**src/rtl/bit_serializer_if.sv**
```systemverilog
// ---------------------------------------------------------------------------
// bit_serializer_if
//   Groups the byte-side handshake and the serial-side strobe signals of the
//   bit serializer into one bundle.
//
//   Signals:
//     data_in   [WIDTH]  parallel word offered by the source
//     valid_in           data_in is valid
//     ready_out          serializer can accept a word this edge
//     status_in          deserializer ready flag (asynchronous to clock)
//     data_out           serial bit towards the deserializer
//     write_out          bit strobe towards the deserializer
//     busy_out           serializer is working on a word
//
//   Modports:
//     master : byte source / deserializer side (drives data_in, valid_in, status_in)
//     slave  : the serializer itself
// ---------------------------------------------------------------------------
`timescale 1ns/1ps

interface bit_serializer_if #(
  parameter int WIDTH = 8
);
  logic [WIDTH-1:0] data_in;
  logic             valid_in;
  logic             ready_out;
  logic             status_in;
  logic             data_out;
  logic             write_out;
  logic             busy_out;

  modport master (
    output data_in, valid_in, status_in,
    input  ready_out, data_out, write_out, busy_out
  );

  modport slave (
    input  data_in, valid_in, status_in,
    output ready_out, data_out, write_out, busy_out
  );
endinterface

```
**src/rtl/bit_serializer.sv**
```systemverilog
// ---------------------------------------------------------------------------
// bit_serializer
//   Accepts parallel words over a valid/ready handshake and emits them
//   MSB-first as a strobed serial stream (data_out + write_out pulses) for a
//   downstream deserializer. A new word is only started while the
//   deserializer's status flag (synchronized into this clock domain) is high.
//
//   Per bit: data_out set up for SETUP_CYCLES, write_out high for
//   HIGH_CYCLES, then low for LOW_CYCLES. After the last bit the line idles
//   for GAP_CYCLES before another word may be accepted.
//
//   Configuration macro:
//     SER_PARITY_EN  when defined, an even-parity bit (^data) follows the LSB
//                    with identical timing (WIDTH+1 bits per word).
//
//   Ports:
//     clock  in  single clock, rising edge
//     reset  in  asynchronous, active-low (0 = reset)
//     bus    bit_serializer_if.slave (data_in, valid_in, ready_out,
//            status_in, data_out, write_out, busy_out)
// ---------------------------------------------------------------------------
`timescale 1ns/1ps

module bit_serializer #(
  parameter int WIDTH        = 8,
  parameter int SETUP_CYCLES = 2,
  parameter int HIGH_CYCLES  = 10,
  parameter int LOW_CYCLES   = 10,
  parameter int GAP_CYCLES   = 300
) (
  input logic            clock,
  input logic            reset,
  bit_serializer_if.slave bus
);

`ifdef SER_PARITY_EN
  localparam int NBITS = WIDTH + 1;
`else
  localparam int NBITS = WIDTH;
`endif

  localparam int MAX_SH  = (SETUP_CYCLES > HIGH_CYCLES) ? SETUP_CYCLES : HIGH_CYCLES;
  localparam int MAX_LG  = (LOW_CYCLES > GAP_CYCLES) ? LOW_CYCLES : GAP_CYCLES;
  localparam int MAX_CYC = (MAX_SH > MAX_LG) ? MAX_SH : MAX_LG;
  localparam int CW      = (MAX_CYC > 1) ? $clog2(MAX_CYC + 1) : 1;
  localparam int BW      = $clog2(NBITS + 1);

  localparam logic [CW-1:0] SETUP_LAST = CW'(SETUP_CYCLES - 1);
  localparam logic [CW-1:0] HIGH_LAST  = CW'(HIGH_CYCLES - 1);
  localparam logic [CW-1:0] LOW_LAST   = CW'(LOW_CYCLES - 1);
  localparam logic [CW-1:0] GAP_LAST   = CW'(GAP_CYCLES - 1);
  localparam logic [BW-1:0] BIT_LAST   = BW'(NBITS - 1);

  typedef enum logic [2:0] {
    IDLE,
    SETUP,
    HIGH,
    LOW,
    GAP
  } state_t;

  state_t           state;
  logic [NBITS-1:0] shreg;
  logic [NBITS-1:0] shifted;
  logic [NBITS-1:0] load_word;
  logic [BW-1:0]    bit_cnt;
  logic [CW-1:0]    cyc_cnt;
  logic [1:0]       status_sync;
  logic             status_s;
  logic             ser_bit;
  logic             strobe;
  logic             ready;
  logic             accept;

  // Two-flop synchronizer: status_in comes from the deserializer's clock domain.
  always_ff @(posedge clock or negedge reset) begin
    if (!reset) begin
      status_sync <= 2'b00;
    end else begin
      status_sync <= {status_sync[0], bus.status_in};
    end
  end

  assign status_s = status_sync[1];

  // The parity bit rides at the bottom of the shift register so it leaves last.
`ifdef SER_PARITY_EN
  assign load_word = {bus.data_in, ^bus.data_in};
`else
  assign load_word = bus.data_in;
`endif

  assign shifted = shreg << 1;
  assign ready   = (state == IDLE) && status_s;
  assign accept  = bus.valid_in && ready;

  // data_out and write_out are registered and updated on the same edge as the
  // state change, so each phase boundary is exact to the edge.
  always_ff @(posedge clock or negedge reset) begin
    if (!reset) begin
      state   <= IDLE;
      shreg   <= '0;
      bit_cnt <= '0;
      cyc_cnt <= '0;
      ser_bit <= 1'b0;
      strobe  <= 1'b0;
    end else begin
      case (state)
        IDLE: begin
          if (accept) begin
            shreg   <= load_word;
            ser_bit <= load_word[NBITS-1];
            bit_cnt <= '0;
            cyc_cnt <= '0;
            state   <= SETUP;
          end
        end

        SETUP: begin
          if (cyc_cnt == SETUP_LAST) begin
            cyc_cnt <= '0;
            strobe  <= 1'b1;
            state   <= HIGH;
          end else begin
            cyc_cnt <= cyc_cnt + 1'b1;
          end
        end

        HIGH: begin
          if (cyc_cnt == HIGH_LAST) begin
            cyc_cnt <= '0;
            strobe  <= 1'b0;
            state   <= LOW;
          end else begin
            cyc_cnt <= cyc_cnt + 1'b1;
          end
        end

        LOW: begin
          if (cyc_cnt == LOW_LAST) begin
            cyc_cnt <= '0;
            shreg   <= shifted;
            bit_cnt <= bit_cnt + 1'b1;
            if (bit_cnt == BIT_LAST) begin
              ser_bit <= 1'b0;
              state   <= GAP;
            end else begin
              ser_bit <= shifted[NBITS-1];
              state   <= SETUP;
            end
          end else begin
            cyc_cnt <= cyc_cnt + 1'b1;
          end
        end

        GAP: begin
          if (cyc_cnt == GAP_LAST) begin
            cyc_cnt <= '0;
            state   <= IDLE;
          end else begin
            cyc_cnt <= cyc_cnt + 1'b1;
          end
        end

        default: begin
          cyc_cnt <= '0;
          ser_bit <= 1'b0;
          strobe  <= 1'b0;
          state   <= IDLE;
        end
      endcase
    end
  end

  assign bus.ready_out = ready;
  assign bus.busy_out  = (state != IDLE);
  assign bus.data_out  = ser_bit;
  assign bus.write_out = strobe;

endmodule

```
**src/flat_wrapper.sv**
```systemverilog
// flat-port wrapper written by rule: the top's interface ports become plain ports
module bit_serializer_flat 
#(
  parameter int WIDTH        = 8,
  parameter int SETUP_CYCLES = 2,
  parameter int HIGH_CYCLES  = 10,
  parameter int LOW_CYCLES   = 10,
  parameter int GAP_CYCLES   = 300
)
  (clock, reset, bus_data_in, bus_valid_in, bus_status_in, bus_ready_out, bus_data_out, bus_write_out, bus_busy_out);
  bit_serializer_if #(.WIDTH(WIDTH)) bus_i ();
  input logic clock;
  input logic reset;
  input wire logic [$bits(bus_i.data_in)-1:0] bus_data_in;
  input wire logic [$bits(bus_i.valid_in)-1:0] bus_valid_in;
  input wire logic [$bits(bus_i.status_in)-1:0] bus_status_in;
  output wire logic [$bits(bus_i.ready_out)-1:0] bus_ready_out;
  output wire logic [$bits(bus_i.data_out)-1:0] bus_data_out;
  output wire logic [$bits(bus_i.write_out)-1:0] bus_write_out;
  output wire logic [$bits(bus_i.busy_out)-1:0] bus_busy_out;
  assign bus_i.data_in = bus_data_in;
  assign bus_i.valid_in = bus_valid_in;
  assign bus_i.status_in = bus_status_in;
  assign bus_ready_out = bus_i.ready_out;
  assign bus_data_out = bus_i.data_out;
  assign bus_write_out = bus_i.write_out;
  assign bus_busy_out = bus_i.busy_out;
  bit_serializer #(.WIDTH(WIDTH), .SETUP_CYCLES(SETUP_CYCLES), .HIGH_CYCLES(HIGH_CYCLES), .LOW_CYCLES(LOW_CYCLES), .GAP_CYCLES(GAP_CYCLES)) u_core (.clock(clock), .reset(reset), .bus(bus_i));
endmodule
```
**config.mk**
```make
export PLATFORM = sky130hd
export DESIGN_NAME = bit_serializer_flat
export DESIGN_NICKNAME = d
export VERILOG_FILES = /design/src/rtl/bit_serializer_if.sv /design/src/rtl/bit_serializer.sv /design/src/flat_wrapper.sv
export SDC_FILE = /design/constraint.sdc
export NUM_CORES = 1
export LEC_CHECK = 0
export CELL_PAD_IN_SITES_DETAIL_PLACEMENT = 0
export CELL_PAD_IN_SITES_GLOBAL_PLACEMENT = 2
export CORE_MARGIN = 2
export CORE_UTILIZATION = 38
export DETAILED_ROUTE_END_ITERATION = 16
export GPL_TIMING_DRIVEN = 0
export PLACE_DENSITY = 0.87
export SLEW_MARGIN = 20
export SYNTH_ARGS = -nofsm -noshare
export SYNTH_HDL_FRONTEND = slang
export SYNTH_SLANG_ARGS = --single-unit
```
**constraint.sdc**
```tcl
create_clock -name clock -period 5.4 [get_ports clock]
set_clock_uncertainty 0.1 [all_clocks]
set_input_delay 0.81 -clock clock [delete_from_list [all_inputs] [get_ports clock]]
set_output_delay 0.81 -clock clock [all_outputs]
set_load 0.05 [all_outputs]
```
# After elaboration in Yosys (flattened, before gate mapping)
# Cells that the tools add are included.
classes:
  magnitude_cmp: 0
  add_sub_neg: 2
  n_shift: 0
  eq_ne: 13
  n_mux: 25
  n_reduce_logical: 12
  n_div: 0
  n_mul: 0
  bitwise_logic: 2
ops:
  columns: ["cell", "count"]
  rows:
  - ["two-way mux 9 bit", 4]
  - ["one-hot mux 9 bit (4 select lines)", 1]
  - ["two-way mux 3 bit", 6]
  - ["one-hot mux 3 bit (5 select lines)", 1]
  - ["two-way mux 7 bit", 2]
  - ["one-hot mux 7 bit (2 select lines)", 1]
  - ["!= test 2 x 1 -> 1 bit, second input constant", 5]
  - ["adder 9 x 1 -> 9 bit, second input constant", 1]
  - ["equality test 9 x 1 -> 1 bit, second input constant", 1]
  - ["equality test 9 x 4 -> 1 bit, second input constant", 1]
  - ["equality test 9 bit, second input constant", 1]
  - ["AND reduction 3 bit", 3]
  - ["two-way mux 4 bit", 2]
  - ["one-hot mux 4 bit (2 select lines)", 1]
  - ["equality test 3 x 2 -> 1 bit, second input constant", 2]
  - ["one-hot mux 1 bit (3 select lines)", 2]
  - ["OR reduction 3 bit", 2]
  - ["two-way mux 1 bit", 5]
  - ["AND reduction 5 bit", 1]
  - ["adder 4 x 1 -> 4 bit, second input constant", 1]
  - ["equality test 4 x 3 -> 1 bit, second input constant", 1]
  - ["equality test 3 x 1 -> 1 bit, second input constant", 1]
  - ["equality test 3 bit, second input constant", 1]
  - ["zero test 3 bit", 1]
  - ["5 further kinds", 7]
totals:
  memories: 0
  word_cells: 61
  mem_bits_rw: 0
  regBits: 27
  romBits: 0
  latchBits: 0

# Depth between registers and ports, before layout
# Gate-level depths: netlist (run 1).
logic_depth:
  depth_word: 5
  mapped_depth: 7
  ltp_nobuf: 6

# Worst setup path after synthesis (run 1)
# No wires, ideal clock.
synth_path:
  path_kind: "input port to flip-flop"
  startpoint: "input port bus_valid_in"
  endpoint: "register u_core.state[0]"
  n_path_buf: 1
  arrival_ns: 1.935
  required_ns: 5.156
  setup_slack_ns: 3.220
  path_stages: 4
  cell_sequence: "a2111oi_0 > buf_2 > o31a_1 > o221ai_1"
synth_via:
  elab_chain_len: 3
synth_rtl:
  columns: ["item", "line_no", "rtl"]
  rows:
  - ["start, declared", "flat_wrapper.sv:15", "input wire logic [$bits(bus_i.valid_in)-1:0] bus_valid_in;"]
  - ["logical AND 1 bit", "bit_serializer.sv:95", "assign accept = bus.valid_in && ready;"]
  - ["!= test 2 x 1 -> 1 bit (no line)", null, null]
  - ["AND reduction 5 bit (no line)", null, null]
  - ["end signal, assigned", "bit_serializer.sv:101", "state <= IDLE;"]
  - ["end signal, assigned", "bit_serializer.sv:115", "state <= SETUP;"]
  - ["end signal, assigned", "bit_serializer.sv:123", "state <= HIGH;"]
  - ["end, declared", "bit_serializer.sv:62", "state_t state;"]
# Every way passes these cells.
# A chain may end at the register's enable or synchronous reset.

# Worst setup path after layout (run 1)
layout_path:
  startpoint: "register u_core.state[1]"
  endpoint: "output port bus_ready_out"
layout_via:
  elab_chain_len: 2
layout_rtl:
  columns: ["item", "line_no", "rtl"]
  rows:
  - ["zero test 3 bit", "bit_serializer.sv:94", "assign ready = (state == IDLE) && status_s;"]
  - ["logical AND 1 bit", "bit_serializer.sv:94", null]
  - ["end, declared", "flat_wrapper.sv:17", "output wire logic [$bits(bus_i.ready_out)-1:0] bus_ready_out;"]
# Every way passes these cells.

==> impl_results.html, run 1 <==
<table>
<tr><th>Metric</th><th>Value</th></tr>
<tr><th colspan="2">Status</th></tr>
<tr><td>Result of the run</td><td>finished clean</td></tr>
<tr><th colspan="2">Detailed routing</th></tr>
<tr><td>Routed wire length</td><td>roughly 3300 µm</td></tr>
<tr><td>Vias per cell</td><td>5.413</td></tr>
<tr><td>Count of unresolved DRC violations after routing</td><td>0</td></tr>
<tr><td>Total via count after detailed routing</td><td>1218</td></tr>
<tr><td>Detail-routed net length per standard cell</td><td>14.65 µm</td></tr>
<tr><td>Drt first pass iters</td><td>4</td></tr>
<tr><td>Residual antenna-violating net count after detailed routing</td><td>0</td></tr>
<tr><td>Violation count after the first detailed-routing iteration</td><td>75</td></tr>
<tr><th colspan="2">Power and ir drop</th></tr>
<tr><td>Switching part of the total</td><td>between 20% and 30%</td></tr>
<tr><td>Internal Pwr Total</td><td>265.8 µW</td></tr>
<tr><td>Cell Pwr Density</td><td>193.3 mW/mm²</td></tr>
<tr><td>IR Drop Worst-Case VDD</td><td>0.07501 mV</td></tr>
<tr><td>Logic gate share of total power</td><td>~4.3%</td></tr>
<tr><td>Leakage power</td><td>about 0.67 nW</td></tr>
<tr><td>Part of the total power dissipated in sequential elements</td><td>60.6%</td></tr>
<tr><td>Clock network fraction of total power</td><td>35.1%</td></tr>
<tr><td>Sum of internal, switching and leakage power</td><td>341.0 µW</td></tr>
<tr><td>Total net switching power</td><td>75.20 µW</td></tr>
<tr><th colspan="2">GRT</th></tr>
<tr><td>Vias in the first global route</td><td>between 1000 and 1500</td></tr>
<tr><td>Global-route total usage across every layer</td><td>17.12%</td></tr>
<tr><td>Global route overflow</td><td>0</td></tr>
<tr><td>First-pass GRT wire length</td><td>5844 µm</td></tr>
<tr><td>Number of antenna violations at the first check in global routing</td><td>0</td></tr>
<tr><td>Maximum number of pins on one net before global-route repair</td><td>28</td></tr>
<tr><th colspan="2">Synthesis</th></tr>
<tr><td>Main combinational cell family by area after synthesis</td><td>simple AND/OR/NAND/NOR gates</td></tr>
<tr><td>Compound-Gate Fraction of Synth Area</td><td>17.16%</td></tr>
<tr><td>Xor/xnor share of the synthesized area</td><td>1.741%</td></tr>
<tr><td>Share of the yosys chip area belonging to registers</td><td>44.78%</td></tr>
<tr><td>Mapped Nets</td><td>173</td></tr>
<tr><td>Cell count after synthesis</td><td>158</td></tr>
<tr><td>Post-synth design cell area</td><td>0.001509 mm²</td></tr>
<tr><td>Number of unique standard cell types used by synthesis</td><td>49</td></tr>
<tr><td>EDFF count, synth</td><td>0</td></tr>
<tr><td>Adder-cell share of the synthesized area</td><td>2.488%</td></tr>
<tr><td>Main flop type after synthesis</td><td>sky130_fd_sc_hd__dfrtp_1</td></tr>
<tr><td>Simple logic cell fraction of the synthesized area</td><td>25.62%</td></tr>
<tr><td>Fraction of synthesis flops using an asynchronous set or reset pin</td><td>100.0%</td></tr>
<tr><td>Average cell area after synthesis</td><td>9.550 µm²</td></tr>
<tr><td>Synth warnings</td><td>0</td></tr>
<tr><td>Proportion of synthesized area in mux cells</td><td>4.726%</td></tr>
<tr><td>Flop and latch count out of synthesis</td><td>27</td></tr>
<tr><th colspan="2">Setup path</th></tr>
<tr><td>Worst path required time</td><td>roughly 4500 ps</td></tr>
<tr><td>Reg2reg setup slack</td><td>3130 ps</td></tr>
<tr><td>Start point of the critical path</td><td>u_core.state[1]$_DFFE_PN0P_</td></tr>
<tr><td>Data arrival time of the worst path</td><td>2080 ps</td></tr>
<tr><td>Worst setup path end</td><td>bus_ready_out</td></tr>
<tr><td>Master of the slowest instance on the critical path</td><td>sky130_fd_sc_hd__clkdlybuf4s50_1</td></tr>
<tr><td>Count of cells along the worst register-to-register path</td><td>5</td></tr>
<tr><td>Startpoint of the worst-slack reg-to-reg timing path</td><td>u_core.cyc_cnt[0]$_DFFE_PN0P_</td></tr>
<tr><td>Nature of the critical path endpoint</td><td>output pin</td></tr>
<tr><td>Family of cells with the greatest summed delay on the critical path</td><td>buffers and inverters</td></tr>
<tr><td>Number of gates on the worst path with buffers counted</td><td>3</td></tr>
<tr><td>Category of the most critical setup path</td><td>reg2out</td></tr>
<tr><td>Biggest cell delay along the critical path</td><td>roughly 790 ps</td></tr>
<tr><td>Cell Chain, Critical Path</td><td>nor3_1, and2_1, clkdlybuf4s50_1</td></tr>
<tr><td>Nature of the critical path startpoint</td><td>register</td></tr>
<tr><td>Reg-to-reg endpoint</td><td>u_core.cyc_cnt[5]$_DFFE_PN0P_</td></tr>
<tr><td>Bufs and invs on worst path</td><td>1</td></tr>
<tr><td>Worst Path Max Fanout</td><td>5</td></tr>
<tr><th colspan="2">Layout</th></tr>
<tr><td>Fraction of layout instances using a drive strength above 1</td><td>8.475%</td></tr>
<tr><td>Commonest non-fill, non-tap cells in the layout</td><td>27 x sky130_fd_sc_hd__dfrtp_1, 19 x sky130_fd_sc_hd__nand2_1, 14 x sky130_fd_sc_hd__nand3_1, 14 x sky130_fd_sc_hd__clkdlybuf4s50_1, 10 x sky130_fd_sc_hd__o21ai_0</td></tr>
<tr><td>Final net count</td><td>193</td></tr>
<tr><td>Most common cell after layout, fill and taps aside</td><td>sky130_fd_sc_hd__dfrtp_1</td></tr>
<tr><td>Count of fill cells added during filler insertion</td><td>384</td></tr>
<tr><td>Layout overhead on the synthesized area</td><td>16.92%</td></tr>
<tr><td>Count of inserted antenna diode cells</td><td>0</td></tr>
<tr><th colspan="2">Timing</th></tr>
<tr><td>Total setup violations reported at the end of the flow</td><td>0</td></tr>
<tr><td>Final worst path period need</td><td>2988 ps</td></tr>
<tr><td>RSZ-0062 raised after global routing</td><td>false</td></tr>
<tr><td>Setup TNS after final layout</td><td>0 ps</td></tr>
<tr><td>Achievable frequency</td><td>0.3347 GHz</td></tr>
<tr><td>Tightest Pin Transition</td><td>841.8 ps</td></tr>
<tr><td>Normalized max-slew margin</td><td>43.77%</td></tr>
<tr><td>Period utilization</td><td>55.33%</td></tr>
<tr><td>Hold Vio Cnt, Final</td><td>0</td></tr>
<tr><td>Final Slew Violations</td><td>0</td></tr>
<tr><td>Final setup margin</td><td>2412 ps</td></tr>
<tr><th colspan="2">Clock tree</th></tr>
<tr><td>Number of cells upsized or downsized after cts</td><td>0</td></tr>
<tr><td>Max H-tree Level</td><td>1</td></tr>
<tr><td>Clock edge transition at the registers on the reported setup and hold paths</td><td>~100 ps</td></tr>
<tr><td>CTS buffer count</td><td>3</td></tr>
<tr><td>Post-CTS Hold Fix Bufs</td><td>0</td></tr>
<tr><td>TritonCTS clock tree</td><td>built</td></tr>
<tr><td>Master cell of the clock root buffer</td><td>sky130_fd_sc_hd__clkbuf_8</td></tr>
<tr><td>Buffers inserted by post-CTS timing repair</td><td>0</td></tr>
<tr><td>Clock sink count</td><td>27</td></tr>
<tr><td>Latest clock arrival within the worst-skew pair</td><td>280 ps</td></tr>
<tr><td>Maximum buffer depth of the clock tree</td><td>2</td></tr>
<tr><th colspan="2">Floorplan</th></tr>
<tr><td>Total die area</td><td>0.004491 mm²</td></tr>
<tr><td>Number of cell rows</td><td>22</td></tr>
<tr><td>Overall die height</td><td>~67 µm</td></tr>
<tr><td>Area of the placeable core</td><td>0.003744 mm²</td></tr>
<tr><td>I/O pin count</td><td>16</td></tr>
<tr><td>Width of the chip</td><td>67.02 µm</td></tr>
<tr><td>Starting density of the core</td><td>40.31%</td></tr>
<tr><th colspan="2">Placed design</th></tr>
<tr><td>Global placer's final weighted congestion</td><td>0.7949</td></tr>
<tr><td>Detailed placement HPWL</td><td>2419 µm</td></tr>
<tr><td>IO buf count</td><td>15</td></tr>
<tr><td>Placement Setup Slack</td><td>2207 ps</td></tr>
<tr><th colspan="2">Min path</th></tr>
<tr><td>Worst hold path class</td><td>reg2reg</td></tr>
<tr><th colspan="2">Flow run</th></tr>
<tr><td>Number of max-capacitance violations reported</td><td>0</td></tr>
</table>
==> per-stage QoR <==
stage	instances	utilization (%)	hold WS (ps)	instance area (µm²)
floorplan	158	-	231.2	1509
global placement	221	45.92	243.9	1719
detailed placement	221	45.79	243.3	1714
CTS	225	47.09	265.6	1763
global route	225	47.13	277.9	1764
finish	225	47.13	262.6	1764
==> worst min-delay path by stage <==
stage / to / slack, ps / startpoint / depth (start not counted)
final: u_core.status_sync[1]$_DFF_PN0_ / 260 / u_core.status_sync[0]$_DFF_PN0_ / 0
after global routing: u_core.status_sync[1]$_DFF_PN0_ / 280 / u_core.status_sync[0]$_DFF_PN0_ / 0
after detailed placement: u_core.status_sync[1]$_DFF_PN0_ / 240 / u_core.status_sync[0]$_DFF_PN0_ / 0
after floorplan: u_core.status_sync[1]$_DFF_PN0_ / 230 / u_core.status_sync[0]$_DFF_PN0_ / 0
after CTS: u_core.status_sync[1]$_DFF_PN0_ / 270 / u_core.status_sync[0]$_DFF_PN0_ / 0
after global placement: u_core.status_sync[1]$_DFF_PN0_ / 240 / u_core.status_sync[0]$_DFF_PN0_ / 0
==> synth_stat cells, types with 3 or more instances <==
cell                        n  area [µm²]
sky130_fd_sc_hd__nand2_1   19       71.32
sky130_fd_sc_hd__and2_1     4       25.02
sky130_fd_sc_hd__nor3_1     4       20.02
sky130_fd_sc_hd__clkbuf_1   3       11.26
sky130_fd_sc_hd__inv_1      6       22.52
sky130_fd_sc_hd__mux2i_1    6       60.06
sky130_fd_sc_hd__nand3_1   14       70.07
sky130_fd_sc_hd__nor2b_1    5       31.28
sky130_fd_sc_hd__o21ai_0   10       50.05
sky130_fd_sc_hd__o32ai_1    5       43.79
sky130_fd_sc_hd__buf_2      3       15.01
sky130_fd_sc_hd__nor2_1     7       26.28
sky130_fd_sc_hd__a21oi_1    3       15.01
sky130_fd_sc_hd__ha_1       3       37.54
sky130_fd_sc_hd__dfrtp_1   27       675.7
==> final cells by class <==
cell class	instances	area [µm²]	share of cell area, %
multi-input cells	118	782.0	44.33
flip-flops and latches	27	675.6	38.30
repair buffers	15	145.1	8.227
well taps	48	60.06	3.404
clock buffers	3	41.29	2.340
plain buffers	7	30.03	1.702
inverters	6	22.52	1.277
clock inverters	1	7.507	0.4255
==> routing by layer <==
metal  GRT usage [%]  wire length (µm)  vias up
met2           27.97              1495       16
met4           5.357                28        0
met5               0                 0        -
met3           2.027                76        4
li1                -                 -      617
met1           23.49              1696      581
==> worst reg2reg max path: stages (launching register included) <==
cell and delay (ps):
sky130_fd_sc_hd__dfrtp_1 430, sky130_fd_sc_hd__ha_1 260, sky130_fd_sc_hd__and4_1 220, sky130_fd_sc_hd__a2111oi_2 800
sky130_fd_sc_hd__nor3_2 190, sky130_fd_sc_hd__o22ai_1 200
==> power groups by stage <==
stage | logic [mW] | registers, mW | clock network, mW
6_report | 0.0146 | 0.207 | 0.120
5_1_grt | 0.0168 | 0.207 | 0.133
4_1_cts | 0.0153 | 0.207 | 0.124
3_5_place_dp | 0.0152 | 0.211 | 0
3_3_place_gp | 0.0153 | 0.211 | 0
2_1_floorplan | 0.00281 | 0.210 | 0
==> registers in the layout, indices dropped and copies added, names as in the netlist <==
signal                count
u_core.cyc_cnt            9
u_core.bus.write_out      1
u_core.bit_cnt            4
u_core.shreg              7
u_core.status_sync        2
u_core.bus.data_out       1
u_core.state              3
==> cell families after synthesis <==
group                    Yosys count
XOR/XNOR                           3
adder cells (fa/ha/maj)            3
flip-flops                        27
AO/OA/AOI/OAI                     35
AND/OR/NAND/NOR                   70
multiplexers                       7
buffers and inverters             13
Power figures use the tool's default switching activity.
==> inputs of run 2 (changes only) <==
CORE_UTILIZATION = 31   (was 38)
PLACE_DENSITY = 0.76   (was 0.87)
clock period = 2.6 ns   (was 5.4 ns; I/O delays follow)
==> run 2 against run 1 <==
First-iteration DRC count rose by 130%. Die area rose by 21%. Routed wire length rose by 5.9%. Core utilization fell by 9.2 points. Sequential share of layout area fell by 0.59 points. Final cell count rose by 8.4%. Via count rose by 2.7%. Count of clock-buffer cells in the layout did not move. Worst hold slack got worse by 240 ps. Power rose by 110%. Worst setup slack got worse by 2200 ps.
==> impl_results.html, run 2 (same netlist as run 1, synthesis figures left out) <==
<table>
<tr><th>Metric</th><th>Value</th></tr>
<tr><th colspan="2">Status</th></tr>
<tr><td>Result of the run</td><td>finished clean</td></tr>
<tr><th colspan="2">GRT</th></tr>
<tr><td>Maximum number of pins on one net before global-route repair</td><td>28</td></tr>
<tr><td>First-pass GRT wire length</td><td>6154 µm</td></tr>
<tr><td>Number of antenna violations at the first check in global routing</td><td>0</td></tr>
<tr><td>Global-route total usage across every layer</td><td>between 10% and 20%</td></tr>
<tr><td>Global route overflow</td><td>0</td></tr>
<tr><td>Vias in the first global route</td><td>1266</td></tr>
<tr><th colspan="2">Floorplan</th></tr>
<tr><td>Number of cell rows</td><td>25</td></tr>
<tr><td>Total die area</td><td>0.005441 mm²</td></tr>
<tr><td>Starting density of the core</td><td>31.95%</td></tr>
<tr><td>Width of the chip</td><td>around 74 µm</td></tr>
<tr><td>Area of the placeable core</td><td>0.004723 mm²</td></tr>
<tr><td>I/O pin count</td><td>16</td></tr>
<tr><td>Overall die height</td><td>73.77 µm</td></tr>
<tr><th colspan="2">Setup path</th></tr>
<tr><td>Category of the most critical setup path</td><td>reg2reg</td></tr>
<tr><td>Count of cells along the worst register-to-register path</td><td>5</td></tr>
<tr><td>Worst setup path end</td><td>u_core.cyc_cnt[5]$_DFFE_PN0P_</td></tr>
<tr><td>Data arrival time of the worst path</td><td>between 2000 and 2500 ps</td></tr>
<tr><td>Master of the slowest instance on the critical path</td><td>sky130_fd_sc_hd__a2111oi_2</td></tr>
<tr><td>Bufs and invs on worst path</td><td>0</td></tr>
<tr><td>Start point of the critical path</td><td>u_core.cyc_cnt[0]$_DFFE_PN0P_</td></tr>
<tr><td>Worst Path Max Fanout</td><td>7</td></tr>
<tr><td>Startpoint of the worst-slack reg-to-reg timing path</td><td>u_core.cyc_cnt[0]$_DFFE_PN0P_</td></tr>
<tr><td>Cell Chain, Critical Path</td><td>ha_1, and4_1, a2111oi_2, nor3_2, o22ai_1</td></tr>
<tr><td>Biggest cell delay along the critical path</td><td>just under 900 ps</td></tr>
<tr><td>Number of gates on the worst path with buffers counted</td><td>5</td></tr>
<tr><td>Worst path required time</td><td>2700 ps</td></tr>
<tr><td>Family of cells with the greatest summed delay on the critical path</td><td>compound AO/OA/AOI/OAI gates</td></tr>
<tr><td>Nature of the critical path startpoint</td><td>register</td></tr>
<tr><td>Reg-to-reg endpoint</td><td>u_core.cyc_cnt[5]$_DFFE_PN0P_</td></tr>
<tr><td>Nature of the critical path endpoint</td><td>register</td></tr>
<tr><td>Reg2reg setup slack</td><td>250 ps</td></tr>
<tr><th colspan="2">Power and ir drop</th></tr>
<tr><td>Leakage power</td><td>0.6779 nW</td></tr>
<tr><td>Switching part of the total</td><td>22.14%</td></tr>
<tr><td>Part of the total power dissipated in sequential elements</td><td>60.6%</td></tr>
<tr><td>Total net switching power</td><td>156.9 µW</td></tr>
<tr><td>Clock network fraction of total power</td><td>35.0%</td></tr>
<tr><td>IR Drop Worst-Case VDD</td><td>0.1792 mV</td></tr>
<tr><td>Cell Pwr Density</td><td>395.6 mW/mm²</td></tr>
<tr><td>Internal Pwr Total</td><td>551.9 µW</td></tr>
<tr><td>Logic gate share of total power</td><td>4.4%</td></tr>
<tr><td>Sum of internal, switching and leakage power</td><td>between 700 and 800 µW</td></tr>
<tr><th colspan="2">Clock tree</th></tr>
<tr><td>Maximum buffer depth of the clock tree</td><td>2</td></tr>
<tr><td>CTS buffer count</td><td>3</td></tr>
<tr><td>Master cell of the clock root buffer</td><td>sky130_fd_sc_hd__clkbuf_8</td></tr>
<tr><td>Post-CTS Hold Fix Bufs</td><td>0</td></tr>
<tr><td>Clock sink count</td><td>27</td></tr>
<tr><td>TritonCTS clock tree</td><td>built</td></tr>
<tr><td>Latest clock arrival within the worst-skew pair</td><td>270 ps</td></tr>
<tr><td>Max H-tree Level</td><td>1</td></tr>
<tr><td>Clock edge transition at the registers on the reported setup and hold paths</td><td>approximately 100 ps</td></tr>
<tr><th colspan="2">Placed design</th></tr>
<tr><td>Detailed placement HPWL</td><td>2528 µm</td></tr>
<tr><td>Post-placement cell area</td><td>0.001738 mm²</td></tr>
<tr><td>IO buf count</td><td>15</td></tr>
<tr><td>Global placer's final weighted congestion</td><td>between 0.7 and 0.8</td></tr>
<tr><th colspan="2">Layout</th></tr>
<tr><td>Register with the highest flop count</td><td>u_core.cyc_cnt</td></tr>
<tr><td>Layout overhead on the synthesized area</td><td>18.74%</td></tr>
<tr><td>Final design utilization</td><td>between 30% and 40%</td></tr>
<tr><td>Total non-filler cell area in the finished layout</td><td>approximately 0.0018 mm²</td></tr>
<tr><td>Count of inserted antenna diode cells</td><td>0</td></tr>
<tr><td>Area taken by flip-flops and latches</td><td>675.6 µm²</td></tr>
<tr><td>Commonest non-fill, non-tap cells in the layout</td><td>27 x sky130_fd_sc_hd__dfrtp_1, 19 x sky130_fd_sc_hd__nand2_1, 14 x sky130_fd_sc_hd__nand3_1</td></tr>
<tr><td>Count of fill cells added during filler insertion</td><td>483</td></tr>
<tr><td>Most common cell after layout, fill and taps aside</td><td>sky130_fd_sc_hd__dfrtp_1</td></tr>
<tr><td>Multi-input logic area</td><td>787.0 µm²</td></tr>
<tr><td>Fraction of layout instances using a drive strength above 1</td><td>9.040%</td></tr>
<tr><td>Max reg flops</td><td>9</td></tr>
<tr><td>Largest registers</td><td>u_core.cyc_cnt x9, u_core.shreg x7, u_core.bit_cnt x4</td></tr>
<tr><td>Final net count</td><td>193</td></tr>
<tr><th colspan="2">Detailed routing</th></tr>
<tr><td>Top routing layer used</td><td>met4</td></tr>
<tr><td>Total length of routed met2 wires</td><td>roughly 1700 µm</td></tr>
<tr><td>Vias per cell</td><td>5.127</td></tr>
<tr><td>Met1 layer wirelength in the final routing</td><td>1671 µm</td></tr>
<tr><td>Total via count after detailed routing</td><td>1251</td></tr>
<tr><td>Drt first pass iters</td><td>4</td></tr>
<tr><td>Violation count after the first detailed-routing iteration</td><td>between 150 and 200</td></tr>
<tr><td>WL met3</td><td>approximately 110 µm</td></tr>
<tr><td>Detail-routed net length per standard cell</td><td>14.30 µm</td></tr>
<tr><td>Count of unresolved DRC violations after routing</td><td>0</td></tr>
<tr><td>Routed wire length</td><td>~3500 µm</td></tr>
<tr><td>Residual antenna-violating net count after detailed routing</td><td>0</td></tr>
<tr><th colspan="2">Timing</th></tr>
<tr><td>Final worst path period need</td><td>between 2000 and 2500 ps</td></tr>
<tr><td>Final Slew Violations</td><td>0</td></tr>
<tr><td>Hold Vio Cnt, Final</td><td>0</td></tr>
<tr><td>Post-route worst hold slack</td><td>27.57 ps</td></tr>
<tr><td>Normalized max-slew margin</td><td>37.27%</td></tr>
<tr><td>RSZ-0062 raised after global routing</td><td>false</td></tr>
<tr><td>Tightest Pin Transition</td><td>939.1 ps</td></tr>
<tr><td>Total setup violations reported at the end of the flow</td><td>0</td></tr>
<tr><td>Achievable frequency</td><td>0.4264 GHz</td></tr>
<tr><td>Period utilization</td><td>90.21%</td></tr>
<tr><th colspan="2">Min path</th></tr>
<tr><td>Worst hold path class</td><td>in2async</td></tr>
<tr><th colspan="2">Flow run</th></tr>
<tr><td>Number of max-capacitance violations reported</td><td>0</td></tr>
</table>
==> run 2: area by class of cell <==
| type | instances | share of cell area, % |
|---|---|---|
| multi-input cells | 118 | 43.92 |
| flip-flops and latches | 27 | 37.71 |
| repair buffers | 15 | 8.031 |
| well taps | 67 | 4.679 |
| clock buffers | 3 | 2.304 |
| plain buffers | 7 | 1.676 |
| inverters | 6 | 1.257 |
| clock inverters | 1 | 0.4190 |
==> run 2: stage by stage <==
stage,TNS [ps],std cells,setup WS [ps]
5_1_grt,0,244,41.00
2_1_floorplan,0,158,696.9
3_3_place_gp,-360.1,240,-186.4
6_report,0,244,254.6
4_1_cts,0,244,101.5
3_5_place_dp,-409.6,240,-195.6
==> run 2: routing by layer <==
| layer | track usage (%) | vias up |
|---|---|---|
| met4 | 3.030 | 0 |
| met2 | 22.02 | 17 |
| met3 | 2.058 | 2 |
| met1 | 21.36 | 612 |
| li1 | - | 620 |
| met5 | 0 | - |
==> run 2: worst min path at each step <==
stage                                          startpoint  slack (ps)                               to  cells past startpoint
final                                               reset          30      u_core.state[0]$_DFFE_PN0P_                      1
after global placement    u_core.status_sync[0]$_DFF_PN0_         250  u_core.status_sync[1]$_DFF_PN0_                      0
after detailed placement  u_core.status_sync[0]$_DFF_PN0_         260  u_core.status_sync[1]$_DFF_PN0_                      0
after global routing                                reset          70      u_core.state[0]$_DFFE_PN0P_                      1
after CTS                                           reset          40      u_core.state[0]$_DFFE_PN0P_                      1
after floorplan                                     reset          -6    u_core.bit_cnt[0]$_DFFE_PN0P_                      0
==> run 2: repair_timing <==
action | in CTS | in global routing
setup buffers | 0 | 0
endpoints found under the hold margin | 0 | 0
setup endpoints to repair | 1 | 1
resized for setup | 1 | 1
pin swaps | 0 | 0
==> run 2: worst register-to-register path: cells and delay by family, from the launching register on <==
family                     cells  cell delay [ps]
DFF                            1              430
adders and majority gates      1              260
and+or+nand+nor                2              400
AOI/OAI and AO/OA              2             1080
==> run 2: power by group through the flow <==
stage / sequential [mW] / combinational [mW] / clock, mW
2_1_floorplan: 0.437 / 0.00583 / 0
3_3_place_gp: 0.438 / 0.0319 / 0
3_5_place_dp: 0.438 / 0.0320 / 0
4_1_cts: 0.430 / 0.0322 / 0.261
5_1_grt: 0.431 / 0.0359 / 0.281
6_report: 0.430 / 0.0314 / 0.248
==> inputs of run 3 (changes only) <==
CTS_BUF_LIST = sky130_fd_sc_hd__clkbuf_8 sky130_fd_sc_hd__clkbuf_16   (was not set)
PLACE_DENSITY = not set   (was 0.76)
PLACE_DENSITY_LB_ADDON = 0.1   (was not set)
==> run 3 against run 2 <==
Critical path depth shrank 2. Fmax is 0.86% lower. First-iteration DRC count fell by 45%. Critical endpoint is now bus_busy_out. Largest cell class unchanged. Largest power group unchanged. Highest routed layer unchanged.
==> impl_results.html, run 3 (same netlist as run 1, synthesis figures left out) <==
<table>
<tr><th>Metric</th><th>Value</th></tr>
<tr><th colspan="2">Status</th></tr>
<tr><td>Result of the run</td><td>finished clean</td></tr>
<tr><th colspan="2">Setup path</th></tr>
<tr><td>Category of the most critical setup path</td><td>reg2out</td></tr>
<tr><td>Nature of the critical path startpoint</td><td>register</td></tr>
<tr><td>Data arrival time of the worst path</td><td>1880 ps</td></tr>
<tr><td>Nature of the critical path endpoint</td><td>output pin</td></tr>
<tr><td>Worst path required time</td><td>2110 ps</td></tr>
<tr><td>Worst Path Max Fanout</td><td>5</td></tr>
<tr><th colspan="2">Timing</th></tr>
<tr><td>Hold Vio Cnt, Final</td><td>0</td></tr>
<tr><td>Post-route worst hold slack</td><td>between 10 and 15 ps</td></tr>
<tr><td>Total setup violations reported at the end of the flow</td><td>0</td></tr>
<tr><td>Normalized max-slew margin</td><td>34.50%</td></tr>
<tr><td>Setup TNS after final layout</td><td>0 ps</td></tr>
<tr><td>Period utilization</td><td>90.99%</td></tr>
<tr><td>Final setup margin</td><td>approximately 230 ps</td></tr>
<tr><td>Tightest Pin Transition</td><td>957.8 ps</td></tr>
<tr><td>RSZ-0062 raised after global routing</td><td>false</td></tr>
<tr><td>Final Slew Violations</td><td>0</td></tr>
<tr><td>Achievable frequency</td><td>about 0.42 GHz</td></tr>
<tr><td>Final worst path period need</td><td>2366 ps</td></tr>
<tr><th colspan="2">Clock tree</th></tr>
<tr><td>Clock edge transition at the registers on the reported setup and hold paths</td><td>between 100 and 150 ps</td></tr>
<tr><td>Maximum buffer depth of the clock tree</td><td>2</td></tr>
<tr><td>Post-CTS Hold Fix Bufs</td><td>0</td></tr>
<tr><td>Clock sink count</td><td>27</td></tr>
<tr><td>Max H-tree Level</td><td>1</td></tr>
<tr><td>TritonCTS clock tree</td><td>built</td></tr>
<tr><td>Number of cells upsized or downsized after cts</td><td>0</td></tr>
<tr><td>Buffers inserted by post-CTS timing repair</td><td>0</td></tr>
<tr><td>Master cell of the clock root buffer</td><td>sky130_fd_sc_hd__clkbuf_8</td></tr>
<tr><td>CTS buffer count</td><td>3</td></tr>
<tr><td>Latest clock arrival within the worst-skew pair</td><td>280 ps</td></tr>
<tr><th colspan="2">Floorplan</th></tr>
<tr><td>Overall die height</td><td>73.77 µm</td></tr>
<tr><td>Number of cell rows</td><td>25</td></tr>
<tr><td>Starting density of the core</td><td>a little under a third</td></tr>
<tr><td>I/O pin count</td><td>16</td></tr>
<tr><td>Width of the chip</td><td>73.77 µm</td></tr>
<tr><td>Area of the placeable core</td><td>0.004723 mm²</td></tr>
<tr><td>Total die area</td><td>~0.0054 mm²</td></tr>
<tr><th colspan="2">Detailed routing</th></tr>
<tr><td>Routed wire length</td><td>3533 µm</td></tr>
<tr><td>Drt first pass iters</td><td>5</td></tr>
<tr><td>Total via count after detailed routing</td><td>1246</td></tr>
<tr><td>Violation count after the first detailed-routing iteration</td><td>94</td></tr>
<tr><td>Detail-routed net length per standard cell</td><td>14.48 µm</td></tr>
<tr><td>Residual antenna-violating net count after detailed routing</td><td>0</td></tr>
<tr><td>Vias per cell</td><td>~5.1</td></tr>
<tr><td>Count of unresolved DRC violations after routing</td><td>0</td></tr>
<tr><th colspan="2">Power and ir drop</th></tr>
<tr><td>Leakage power</td><td>0.6949 nW</td></tr>
<tr><td>Logic gate share of total power</td><td>4.3%</td></tr>
<tr><td>Switching part of the total</td><td>approximately a quarter</td></tr>
<tr><td>Clock network fraction of total power</td><td>36.6%</td></tr>
<tr><td>Sum of internal, switching and leakage power</td><td>726.5 µW</td></tr>
<tr><td>Cell Pwr Density</td><td>approximately 400 mW/mm²</td></tr>
<tr><td>Part of the total power dissipated in sequential elements</td><td>59.1%</td></tr>
<tr><td>IR Drop Worst-Case VDD</td><td>0.1454 mV</td></tr>
<tr><td>Internal Pwr Total</td><td>around 560 µW</td></tr>
<tr><td>Total net switching power</td><td>170.4 µW</td></tr>
<tr><th colspan="2">Layout</th></tr>
<tr><td>Count of fill cells added during filler insertion</td><td>474</td></tr>
<tr><td>Register with the highest flop count</td><td>u_core.cyc_cnt</td></tr>
<tr><td>Max reg flops</td><td>9</td></tr>
<tr><td>Final net count</td><td>193</td></tr>
<tr><td>Fraction of layout instances using a drive strength above 1</td><td>under 10%</td></tr>
<tr><td>Total non-filler cell area in the finished layout</td><td>0.001790 mm²</td></tr>
<tr><td>Commonest non-fill, non-tap cells in the layout</td><td>27 x sky130_fd_sc_hd__dfrtp_1, 19 x sky130_fd_sc_hd__nand2_1, 14 x sky130_fd_sc_hd__nand3_1</td></tr>
<tr><td>Layout overhead on the synthesized area</td><td>18.66%</td></tr>
<tr><td>Count of inserted antenna diode cells</td><td>0</td></tr>
<tr><td>Largest registers</td><td>u_core.cyc_cnt x9, u_core.shreg x7, u_core.bit_cnt x4</td></tr>
<tr><td>Final design utilization</td><td>between 30% and 40%</td></tr>
<tr><td>Most common cell after layout, fill and taps aside</td><td>sky130_fd_sc_hd__dfrtp_1</td></tr>
<tr><td>Final non-filler cell total</td><td>around 240</td></tr>
<tr><th colspan="2">GRT</th></tr>
<tr><td>Global route overflow</td><td>0</td></tr>
<tr><td>First-pass GRT wire length</td><td>6141 µm</td></tr>
<tr><td>Vias in the first global route</td><td>1260</td></tr>
<tr><td>Number of antenna violations at the first check in global routing</td><td>0</td></tr>
<tr><td>Global-route total usage across every layer</td><td>between 10% and 20%</td></tr>
<tr><td>Maximum number of pins on one net before global-route repair</td><td>28</td></tr>
<tr><th colspan="2">Placed design</th></tr>
<tr><td>Detailed placement HPWL</td><td>between 2000 and 3000 µm</td></tr>
<tr><td>Placement Setup Slack</td><td>-100.6 ps</td></tr>
<tr><td>Post-placement cell area</td><td>0.001738 mm²</td></tr>
<tr><td>Global placer's final weighted congestion</td><td>0.7557</td></tr>
<tr><td>Placed instance count</td><td>between 200 and 250</td></tr>
<tr><td>IO buf count</td><td>15</td></tr>
<tr><th colspan="2">Flow run</th></tr>
<tr><td>Number of max-capacitance violations reported</td><td>0</td></tr>
<tr><th colspan="2">Min path</th></tr>
<tr><td>Worst hold path class</td><td>in2async</td></tr>
</table>
run 3: cell count changes in the layout (fill, tap and decap cells not counted):
| cell | previous run | this run |
|---|---|---|
| sky130_fd_sc_hd__inv_6 | 0 | 1 |
| sky130_fd_sc_hd__a2111oi_1 | 1 | 0 |
| sky130_fd_sc_hd__dlygate4sd2_1 | 1 | 0 |
| sky130_fd_sc_hd__clkinvlp_4 | 1 | 0 |
| sky130_fd_sc_hd__nor3_2 | 2 | 1 |
| sky130_fd_sc_hd__a2111oi_0 | 0 | 1 |
| sky130_fd_sc_hd__nor3_1 | 3 | 4 |
| sky130_fd_sc_hd__dlymetal6s2s_1 | 0 | 1 |
run 3: worst max-delay path, cell delays in order (launching register included):
cell	delay [ps]
sky130_fd_sc_hd__dfrtp_1	420
sky130_fd_sc_hd__nor3_1	400
sky130_fd_sc_hd__inv_1	70
sky130_fd_sc_hd__clkdlybuf4s50_1	710
run 3: worst paths after layout:
| kind | from | depth (start not counted) | end | slack [ps] |
|---|---|---|---|---|
| max | u_core.state[1]$_DFFE_PN0P_ | 3 | bus_busy_out | 230 |
| min | reset | 1 | u_core.status_sync[1]$_DFF_PN0_ | 10 |
| max reg2reg | u_core.cyc_cnt[0]$_DFFE_PN0P_ | 5 | u_core.cyc_cnt[5]$_DFFE_PN0P_ | 340 |
| min reg2reg | u_core.status_sync[0]$_DFF_PN0_ | 0 | u_core.status_sync[1]$_DFF_PN0_ | 270 |
| max in group asynchronous | reset | 1 | u_core.cyc_cnt[8]$_DFFE_PN0P_ | 1980 |
| min in group clock | u_core.status_sync[0]$_DFF_PN0_ | 0 | u_core.status_sync[1]$_DFF_PN0_ | 270 |
run 3: layout make-up:
type                            instances  area (µm²)  share of cell area (%)
Buffer                                  7       30.03                   1.677
Clock buffer                            3       41.29                   2.306
Clock inverter                          1       8.758                  0.4892
Inverter                                6       22.52                   1.258
Multi-Input combinational cell        118       780.7                   43.61
Sequential cell                        27       675.6                   37.74
Tap cell                               67       83.83                   4.682
Timing Repair Buffer                   15       147.6                   8.246
run 3: power groups by stage:
stage               logic (mW)  registers, mW  clock network, mW
floorplan              0.00583          0.437                  0
global placement        0.0321          0.438                  0
detailed placement      0.0324          0.438                  0
CTS                     0.0325          0.430              0.273
global route            0.0354          0.431              0.287
finish                  0.0310          0.430              0.266
run 3: per-layer routing:
metal  global-route usage, %  routed length, µm  up-vias
met4                   5.051                 25        0
met3                   2.332                113        2
met5                       0                  0        -
met2                   21.03               1498       22
li1                        -                  -      622
met1                   21.85               1895      600
